$ cat src/rtl/serial_cmp_pkg.sv
// Shared types for the serial digit comparator: digit width, FSM states, digit type.
package serial_cmp_pkg;

    localparam int unsigned DIGIT_W = 2;

    typedef enum logic [1:0] {
        IDLE    = 2'd0,
        COLLECT = 2'd1,
        DONE    = 2'd2
    } cmp_state_t;

    typedef logic [DIGIT_W-1:0] digit_t;

endpackage

$ cat src/rtl/digit_cascade_cell.sv
// One MSB-first magnitude cascade step: folds a digit pair into the running eq/gt state.
module digit_cascade_cell
    import serial_cmp_pkg::*;
(
    input  digit_t a,
    input  digit_t b,
    input  logic   eq_in,
    input  logic   gt_in,
    output logic   eq_out,
    output logic   gt_out
);

    // A higher digit only counts while all more significant digits were equal.
    always_comb begin
        eq_out = eq_in & (a == b);
        gt_out = gt_in | (eq_in & (a > b));
    end

endmodule

$ cat src/rtl/serial_digit_comparator.sv
// Time-multiplexed magnitude comparator: one digit pair per accepted beat, MSB first,
// one registered eq/gt/lt verdict per operand pair.
module serial_digit_comparator
    import serial_cmp_pkg::*;
#(
    parameter int unsigned DIGITS = 4
) (
    input  logic               clk,
    input  logic               rst,
    input  logic               in_valid,
    output logic               in_ready,
    input  logic [DIGIT_W-1:0] a_dig,
    input  logic [DIGIT_W-1:0] b_dig,
    output logic               out_valid,
    input  logic               out_ready,
    output logic               eq,
    output logic               gt,
    output logic               lt,
    output logic               busy
);

    localparam int unsigned CNT_W = $clog2(DIGITS + 1);
    // cnt holds the number of digits already taken, so the last beat sees DIGITS-1.
    localparam logic [CNT_W-1:0] LAST_CNT = CNT_W'(DIGITS - 1);

    cmp_state_t       state;
    logic [CNT_W-1:0] cnt;
    logic             eq_r;
    logic             gt_r;
    logic             seed_eq;
    logic             seed_gt;
    logic             step_eq;
    logic             step_gt;
    logic             accept;
    logic             last_beat;

    assign accept    = in_valid & in_ready;
    assign last_beat = (cnt == LAST_CNT);

    // The MSB beat always starts from "equal so far", regardless of leftover cascade state.
    assign seed_eq = (state == IDLE) ? 1'b1 : eq_r;
    assign seed_gt = (state == IDLE) ? 1'b0 : gt_r;

    digit_cascade_cell u_cell (
        .a      (a_dig),
        .b      (b_dig),
        .eq_in  (seed_eq),
        .gt_in  (seed_gt),
        .eq_out (step_eq),
        .gt_out (step_gt)
    );

    always_ff @(posedge clk) begin
        if (rst) begin
            state     <= IDLE;
            cnt       <= '0;
            eq_r      <= 1'b1;
            gt_r      <= 1'b0;
            in_ready  <= 1'b0;
            out_valid <= 1'b0;
            eq        <= 1'b0;
            gt        <= 1'b0;
            lt        <= 1'b0;
            busy      <= 1'b0;
        end else begin
            case (state)
                IDLE, COLLECT: begin
                    in_ready <= 1'b1;
                    if (accept) begin
                        eq_r <= step_eq;
                        gt_r <= step_gt;
                        if (last_beat) begin
                            state     <= DONE;
                            cnt       <= '0;
                            in_ready  <= 1'b0;
                            out_valid <= 1'b1;
                            busy      <= 1'b0;
                            eq        <= step_eq;
                            gt        <= step_gt;
                            lt        <= ~step_eq & ~step_gt;
                        end else begin
                            state <= COLLECT;
                            cnt   <= cnt + CNT_W'(1);
                            busy  <= 1'b1;
                        end
                    end
                end
                DONE: begin
                    if (out_ready) begin
                        state     <= IDLE;
                        out_valid <= 1'b0;
                        in_ready  <= 1'b1;
                        eq_r      <= 1'b1;
                        gt_r      <= 1'b0;
                    end
                end
                default: begin
                    state <= IDLE;
                end
            endcase
        end
    end

endmodule

$ cat config.mk
export PLATFORM = sky130hd
export DESIGN_NAME = serial_digit_comparator
export DESIGN_NICKNAME = d
export VERILOG_FILES = /design/src/rtl/serial_cmp_pkg.sv /design/src/rtl/digit_cascade_cell.sv /design/src/rtl/serial_digit_comparator.sv
export SDC_FILE = /design/constraint.sdc
export NUM_CORES = 1
export LEC_CHECK = 0
export CELL_PAD_IN_SITES_DETAIL_PLACEMENT = 0
export CELL_PAD_IN_SITES_GLOBAL_PLACEMENT = 2
export CORE_MARGIN = 2
export CORE_UTILIZATION = 32
export CTS_BUF_LIST = sky130_fd_sc_hd__clkbuf_8
export DETAILED_ROUTE_END_ITERATION = 8
export PLACE_DENSITY_LB_ADDON = 0.15
export REMOVE_ABC_BUFFERS = 1
export SYNTH_ARGS = -nofsm -noshare
export SYNTH_HDL_FRONTEND = slang
export SYNTH_SLANG_ARGS = --single-unit
$ cat constraint.sdc
create_clock -name clk -period 4.1 [get_ports clk]
set_clock_uncertainty 0.1 [all_clocks]
set_input_delay 0.82 -clock clk [delete_from_list [all_inputs] [get_ports clk]]
set_output_delay 0.82 -clock clk [all_outputs]
set_load 0.03 [all_outputs]
# Word-level counts from Yosys, hierarchy flattened
# Cells that the tools add are included.
[classes] n_reduce_logical=9 n_lt_le_gt_ge=1 muxes=19 bitwise_logic=7 add_sub_neg=1 n_eq_ne=7
[op_table] op="1-bit 2-to-1 mux" count=10
[op_table] op="1-bit one-hot mux with 2 select lines" count=4
[op_table] op="2-bit 2-to-1 mux" count=3
[op_table] op="2-bit != test (second input constant)" count=3
[op_table] op="2-bit AND reduction" count=3
[op_table] op="3-bit AND reduction" count=2
[op_table] op="1-bit bitwise AND" count=4
[op_table] op="2-bit one-hot mux with 2 select lines" count=1
[op_table] op="4-bit AND reduction" count=1
[op_table] op="3-bit by 1-bit adder with 3-bit output (second input constant)" count=1
[op_table] op="3-bit by 2-bit == test with 1-bit output (second input constant)" count=1
[op_table] op="3-bit 2-to-1 mux" count=1
[op_table] op="2-bit by 1-bit == test with 1-bit output (second input constant)" count=1
[op_table] op="2-bit == test" count=1
[op_table] op="2-bit == test (second input constant)" count=1
[op_table] op="2-bit greater-than comparator" count=1
[op_table] op="2-bit zero test" count=1
[op_table] op="1-bit inverter" count=2
[op_table] op="2-bit nonzero test" count=1
[op_table] op="2-bit OR reduction" count=1
[op_table] op="1-bit bitwise OR" count=1
[word_totals] in_bits=8 output_inout_bits=6 register_bits=13

# Depth between registers and ports, before layout
# Gate-level depths: netlist of the first run.
[depth] word_depth=6 depth_mapped=6

# Cells and area by module
# Synthesis of the first run repeated with hierarchy kept, for this count alone.
[hier_totals] cells_unflattened=69 hier_area_um2=610.6
[modules_own_cells] module="serial_digit_comparator" instances=1 seq_area_each_um2=260.2 cells_per_inst=59 area_each_um2=539.3
[modules_own_cells] module="digit_cascade_cell" instances=1 seq_area_each_um2=0.0 cells_per_inst=10 area_each_um2=71.3

# Worst setup path before layout of the first run
# No wires, ideal clock.
[synth_timing] path_kind="input to register" startpoint="input port b_dig[1]" endpoint="register gt_r" t_arrival_ns=1.655 path_slack_ns=2.224 path_stages=6 cell_sequence="inv_1 > ha_1 > nor2b_1 > o22a_1 > a21oi_1 > a21oi_1"
[synth_between] elab_chain_len=5
[synth_rtl] element="start: declaration" line_no="serial_digit_comparator.sv:13" source="input logic [DIGIT_W-1:0] b_dig,"
[synth_rtl] element="2-bit greater-than comparator" line_no="digit_cascade_cell.sv:16" source="gt_out = gt_in | (eq_in & (a > b));"
[synth_rtl] element="1-bit bitwise AND" line_no="digit_cascade_cell.sv:16"
[synth_rtl] element="1-bit bitwise OR" line_no="digit_cascade_cell.sv:16"
[synth_rtl] element="1-bit 2-to-1 mux" line_no="serial_digit_comparator.sv:69" source="if (accept) begin"
[synth_rtl] element="1-bit one-hot mux with 2 select lines" line_no="serial_digit_comparator.sv:66" source="case (state)"
[synth_rtl] element="end signal: assignment" line_no="serial_digit_comparator.sv:71" source="gt_r <= step_gt;"
[synth_rtl] element="end: declaration" line_no="serial_digit_comparator.sv:29" source="logic gt_r;"
# Every way passes these cells. The select of a mux whose other input is x is not followed.
# A chain may end at the register's enable or synchronous reset.

# Worst setup path in the final report of the first run
[layout_timing] startpoint="register in_ready" endpoint="output port in_ready"
[layout_rtl] element="start: declaration" line_no="serial_digit_comparator.sv:11" source="output logic in_ready,"
[layout_rtl] element="start signal: assignment" line_no="serial_digit_comparator.sv:59" source="in_ready <= 1'b0;"
[layout_rtl] element="start signal: assignment" line_no="serial_digit_comparator.sv:68" source="in_ready <= 1'b1;"
[layout_rtl] element="start signal: assignment" line_no="serial_digit_comparator.sv:75" source="in_ready <= 1'b0;"
# No word-level cell between the ends.

==> results.toml, run 1 <==
[global_route]
grt_pass1_vias = 467
overflow = 0
grt_pass1_wl_um = 2010
antenna_found_initial = 0
grt_max_degree = 11
grt_usage_pct = 13.5

[logic_synthesis]
synth.largest_area_cell = "dfxtp_1"
synth-async-reset-ratio_pct = 0
synth.top_cell.area_share_pct = 44.8
synth.distinct_cells = 27
postSynthCellCount = 62
ys.flop_type = "dfxtp_1"
ys_ff_latch = 13
syn_avg_cell_area_um2 = 9.36
yosys-top-cells-area = "dfxtp_1 45%, ha_1 6.5%, a21oi_1 5.2%"
ys_seq_area_share_pct = 44.8
yosysWarnings = 0
synth_edf_count = 0
netlist_area_um2 = 581

[routing]
ant_nets = 0
drt_iter0_drc = 5
firstDrtPassIters = 4
dr_total_vias = 470
remaining_drc_errors = 0
routedWlPerCell_um = 11.6
viasPerCell = 4.61
wirelength_um = 1190

[die]
initial_core_util_pct = 34.0
die-width_um = 46.6
core_um2 = 1710
num_rows = 15
die-area_um2 = 2170
fp.dieH_um = 46.6
io_pins = 14

[setup_path]
critPathKind = "reg2out"
critPathMaxFanout = 5
slowest_stage = "clkdlybuf4s50_1"
end_kind = "output pin"
start_kind = "flip-flop"
crit_chain = "clkdlybuf4s50_1"
arrival_ns = 1.31
critical-path-top-delay-family = "buffers and inverters"
crit_buf_inv = 1
max_stage_delay_ns = 0.69
cp.required_ns = 3.18

[place]
gp_congestion = 0.691
hpwl_um = 865
io_buffers = 13

[power]
power.total_w = 0.000279
powerDensity_nw_per_um2 = 362
vdd_drop_max_uv = 165
p_leak_nw = 0.302

[min_path]
hold_path.class = "reg2reg"

[cts]
postCtsHoldBufs = 0
h-tree-depth = 1
clock_latency_ns = 0.24
cts_root_buffer = "clkbuf_8"
cts_resized = 0
clock_path_buffers = 2
numCtsBuffers = 3
cts_setup_buffers = 0
clkSinkCount = 13
cts_tree = "yes"
cts.reportedPaths.clkPinSlew_ns = 0.06

[timing]
hold_violations = 0
post-route-period-util_pct = 54.5
period_needed_ns = 2.23
maxSlewViolCount = 0
setup_viol = 0
tightest_slew_ns = 0.368
fmax_mhz = 448
rsz0062_at_grt = "false"
max_slew_margin_pct = 75.4
fin_hold_ws_ns = 0.341
fin_tns_setup_ns = 0

[layout]
area_delta_synth_final_pct = 33.0
fill_cells = 173
finalNetCount = 89
ff_latch_area_um2 = 260
final_cell_mix = "13 x dfxtp_1, 13 x clkdlybuf4s50_1, 6 x a21oi_1, 6 x nand2_1, 5 x nor2_1"
n_antenna_cell = 0
multiInputGateArea_um2 = 294
drive_above_1_share_pct = 7.79

[run_status]
run_status = "completed"

[run]
drv_cap = 0
## path summary, 6_finish.rpt
kind | cells after the start | startpoint | end | slack (ns)
setup / recovery | 1 | in_ready | in_ready | 1.87
hold / removal | 2 | out_valid | out_valid | 0.34
setup reg to reg | 5 | cnt[0] | in_ready | 2.65
hold reg to reg | 2 | out_valid | out_valid | 0.34
## per-layer routing
layer	GRT usage [%]	up-vias	part of all wire (%)
li1	-	248	-
met1	18.3	211	52
met2	18.6	9	42
met3	3.53	2	4.7
met4	8.57	0	0.84
met5	0	-	0
## Yosys cell counts (all sizes together) (2+ instances only)
| cell | instances |
|---|---|
| nor3 | 3 |
| nand2b | 2 |
| and3b | 2 |
| nand3b | 2 |
| nand2 | 6 |
| inv | 3 |
| ha | 3 |
| o2bb2ai | 2 |
| nor2b | 2 |
| a21oi | 6 |
| nor2 | 5 |
| dfxtp | 13 |
## layout make-up
class                   count  share of cell area [%]
multi-input cells          44                    38.1
flip-flops and latches     13                    33.7
repair buffers             13                    16.9
clock buffers               3                    5.35
well taps                  25                    4.05
inverters                   3                    1.46
clock inverters             1                   0.486
## state kept, by name, summed over array words and instances, names as in the netlist
signal / flops
state: 2
cnt: 3
gt_r: 1
eq: 1
gt: 1
lt: 1
in_ready: 1
out_valid: 1
busy: 1
eq_r: 1
## power breakdown
group / switching [W] / internal (W)
sequential: 0.00000306 / 0.000131
combinational: 0.0000165 / 0.0000172
clock: 0.0000459 / 0.0000661
total: 0.0000655 / 0.000214
## cell families after synthesis
family | Yosys count | synth area share, %
adders and majority gates | 3 | 6.47
buffers and inverters | 5 | 4.52
muxes | 1 | 1.72
AOI/OAI and AO/OA | 15 | 17.9
and+or+nand+nor | 25 | 24.6
DFF | 13 | 44.8
## metrics by stage
stage	std cells	instance area, um^2	utilization, %	setup WS (ns)
global placement	98	727	42.6	1.71
finish	102	772	45.2	1.87
CTS	102	772	45.2	1.86
global route	102	772	45.2	1.82
detailed placement	98	727	42.6	1.68
floorplan	60	566	-	2.22
Note: power is estimated with default switching activity, not from simulation.
==> inputs of run 2 (changes only) <==
--- a/config.mk
+++ b/config.mk
@@ -8,7 +8,7 @@
 export CELL_PAD_IN_SITES_DETAIL_PLACEMENT = 0
 export CELL_PAD_IN_SITES_GLOBAL_PLACEMENT = 2
 export CORE_MARGIN = 2
-export CORE_UTILIZATION = 32
+export CORE_UTILIZATION = 29
 export CTS_BUF_LIST = sky130_fd_sc_hd__clkbuf_8
 export DETAILED_ROUTE_END_ITERATION = 8
 export PLACE_DENSITY_LB_ADDON = 0.15
==> constraint.sdc (replaced) <==
create_clock -name clk -period 2.16 [get_ports clk]
set_clock_uncertainty 0.1 [all_clocks]
set_input_delay 0.432 -clock clk [delete_from_list [all_inputs] [get_ports clk]]
set_output_delay 0.432 -clock clk [all_outputs]
set_load 0.03 [all_outputs]
==> run 2 against run 1 <==
Compared with the run above: largest cell class unchanged; worst hold slack gained 0.0047 ns; sequential power grew 90%; die area grew 9.4%; core utilization shrank 4.5 points; first-iteration DRC count grew 60%; combinational power grew 91%.
==> results.toml, run 2 (synthesis gave the netlist of run 1 again) <==
[die]
initial_core_util_pct = 30.2
num_rows = 16
io_pins = 14
die-area_um2 = 2380
die-width_um = 48.7
fp.dieH_um = 48.7
core_um2 = 1920

[layout]
multiInputGateArea_um2 = 294
largestRegisters = "cnt: 3 flops, state: 2 flops"
area_delta_synth_final_pct = 34.7
final_cell_mix = "13 x dfxtp_1, 13 x clkdlybuf4s50_1, 6 x a21oi_1, 6 x nand2_1, 5 x nor2_1"
n_antenna_cell = 0
drive_above_1_share_pct = 8.97
ff_latch_area_um2 = 260
largest_register = "cnt"
fill_cells = 196
finalNetCount = 90
largest_reg_flops = 3

[global_route]
antenna_found_initial = 0
grt_pass1_vias = 456
grt_pass1_wl_um = 2130
grt_max_degree = 9
grt_usage_pct = 12.1
overflow = 0

[setup_path]
rr_endpoint = "in_ready"
critPathKind = "reg2out"
max_stage_delay_ns = 0.69
start_kind = "flip-flop"
end_kind = "output pin"
slowest_stage = "clkdlybuf4s50_1"
critical-path-top-delay-family = "buffers and inverters"
reg2reg_from = "cnt[0]"
arrival_ns = 1.31
crit_chain = "clkdlybuf4s50_1"
reg2reg_setup_slack_ns = 0.69
cp.required_ns = 1.63
startpoint = "in_ready"
crit_path_end = "in_ready"
ff2ff_path_depth = 5
path_depth = 1
critPathMaxFanout = 5
crit_buf_inv = 1

[power]
vdd_drop_max_uv = 294
pwr-share-seq_pct = 47.9
p_leak_nw = 0.307
powerDensity_nw_per_um2 = 679
internal_power_w = 0.000407
switching_share_pct = 23.2
power_switching_w = 0.000123
combPwrFrac_pct = 12.2
clkPwrFrac_pct = 40.0

[routing]
viasPerCell = 4.60
dr_total_vias = 483
routedWlPerCell_um = 11.6
ant_nets = 0
firstDrtPassIters = 4
drt_iter0_drc = 8
remaining_drc_errors = 0
wirelength_um = 1220

[timing]
tightest_slew_ns = 0.394
hold_violations = 0
fmax_mhz = 543
max_slew_margin_pct = 73.7
period_needed_ns = 1.84
rsz0062_at_grt = "false"
post-route-period-util_pct = 85.3
maxSlewViolCount = 0
setup_viol = 0
fin_hold_ws_ns = 0.346
fin_tns_setup_ns = 0

[cts]
clock_path_buffers = 2
clkSinkCount = 13
clock_latency_ns = 0.24
postCtsHoldBufs = 0
cts_tree = "yes"
cts_root_buffer = "clkbuf_8"
h-tree-depth = 1
numCtsBuffers = 3
cts.reportedPaths.clkPinSlew_ns = 0.06
cts_resized = 0
cts_setup_buffers = 0

[place]
gp_congestion = 0.682
hpwl_um = 882
io_buffers = 13

[run_status]
run_status = "completed"

[run]
drv_cap = 0

[min_path]
hold_path.class = "reg2reg"
[run 2: changes by cell type in the layout (fill, tap and decap cells not counted), sizes merged]
| cell | before | now |
|---|---|---|
| buf | 0 | 1 |
[run 2: how the worst min path moves through the flow]
stage,startpoint,endpoint,cells past startpoint
finish,cnt[2],cnt[2],2
global route,cnt[1],cnt[1],2
CTS,out_valid,out_valid,2
detailed placement,out_valid,out_valid,2
global placement,out_valid,out_valid,2
floorplan,cnt[2],cnt[2],2
[run 2: cell type report]
type / instances / area share (%)
clock inverter: 1 / 0.480
multi-input combinational: 44 / 37.6
clock buffer: 3 / 5.28
tap: 27 / 4.32
sequential: 13 / 33.3
timing repair buffer: 14 / 17.6
inverter: 3 / 1.44
[run 2: per-stage QoR]
| stage | power (W) | cells | instance area [um^2] | utilization, % | setup WS (ns) |
|---|---|---|---|---|---|
| 2_1_floorplan | 0.000295 | 60 | 566 | - | 0.665 |
| 3_3_place_gp | 0.000325 | 101 | 737 | 38.3 | 0.148 |
| 3_5_place_dp | 0.000324 | 101 | 737 | 38.3 | 0.124 |
| 4_1_cts | 0.000541 | 105 | 782 | 40.7 | 0.308 |
| 5_1_grt | 0.000563 | 105 | 782 | 40.7 | 0.269 |
| 6_report | 0.000531 | 105 | 782 | 40.7 | 0.318 |
[run 2: routing by layer]
| layer | up-vias | GRT usage, % | routed length, um |
|---|---|---|---|
| met5 | - | 0 | 0 |
| met4 | 0 | 10.0 | 42 |
| met3 | 5 | 2.78 | 78 |
| met2 | 15 | 16.4 | 489 |
| met1 | 214 | 16.1 | 607 |
| li1 | 249 | - | - |
[run 2: power groups by stage]
stage / clock network [W] / logic [W] / registers (W)
after global placement: 0 / 0.0000657 / 0.000259
final: 0.000212 / 0.0000645 / 0.000254
after floorplan: 0 / 0.0000322 / 0.000263
after CTS: 0.000222 / 0.0000655 / 0.000254
after global routing: 0.000236 / 0.0000718 / 0.000255
after detailed placement: 0 / 0.0000651 / 0.000259
[run 2: worst register-to-register path: stages (launching register included)]
cell	delay, ns
dfxtp_1	0.32
ha_1	0.21
nand2b_1	0.19
nor2_1	0.08
nor2_1	0.32
o31a_1	0.20
==> inputs of run 3 (changes only) <==
--- a/config.mk
+++ b/config.mk
@@ -10,6 +10,7 @@
 export CORE_MARGIN = 2
 export CORE_UTILIZATION = 29
 export CTS_BUF_LIST = sky130_fd_sc_hd__clkbuf_8
+export CTS_CLUSTER_DIAMETER = 80
 export DETAILED_ROUTE_END_ITERATION = 8
 export PLACE_DENSITY_LB_ADDON = 0.15
 export REMOVE_ABC_BUFFERS = 1
==> results of run 3 <==
Final layout, timing and power as in run 2 (identical DEF).
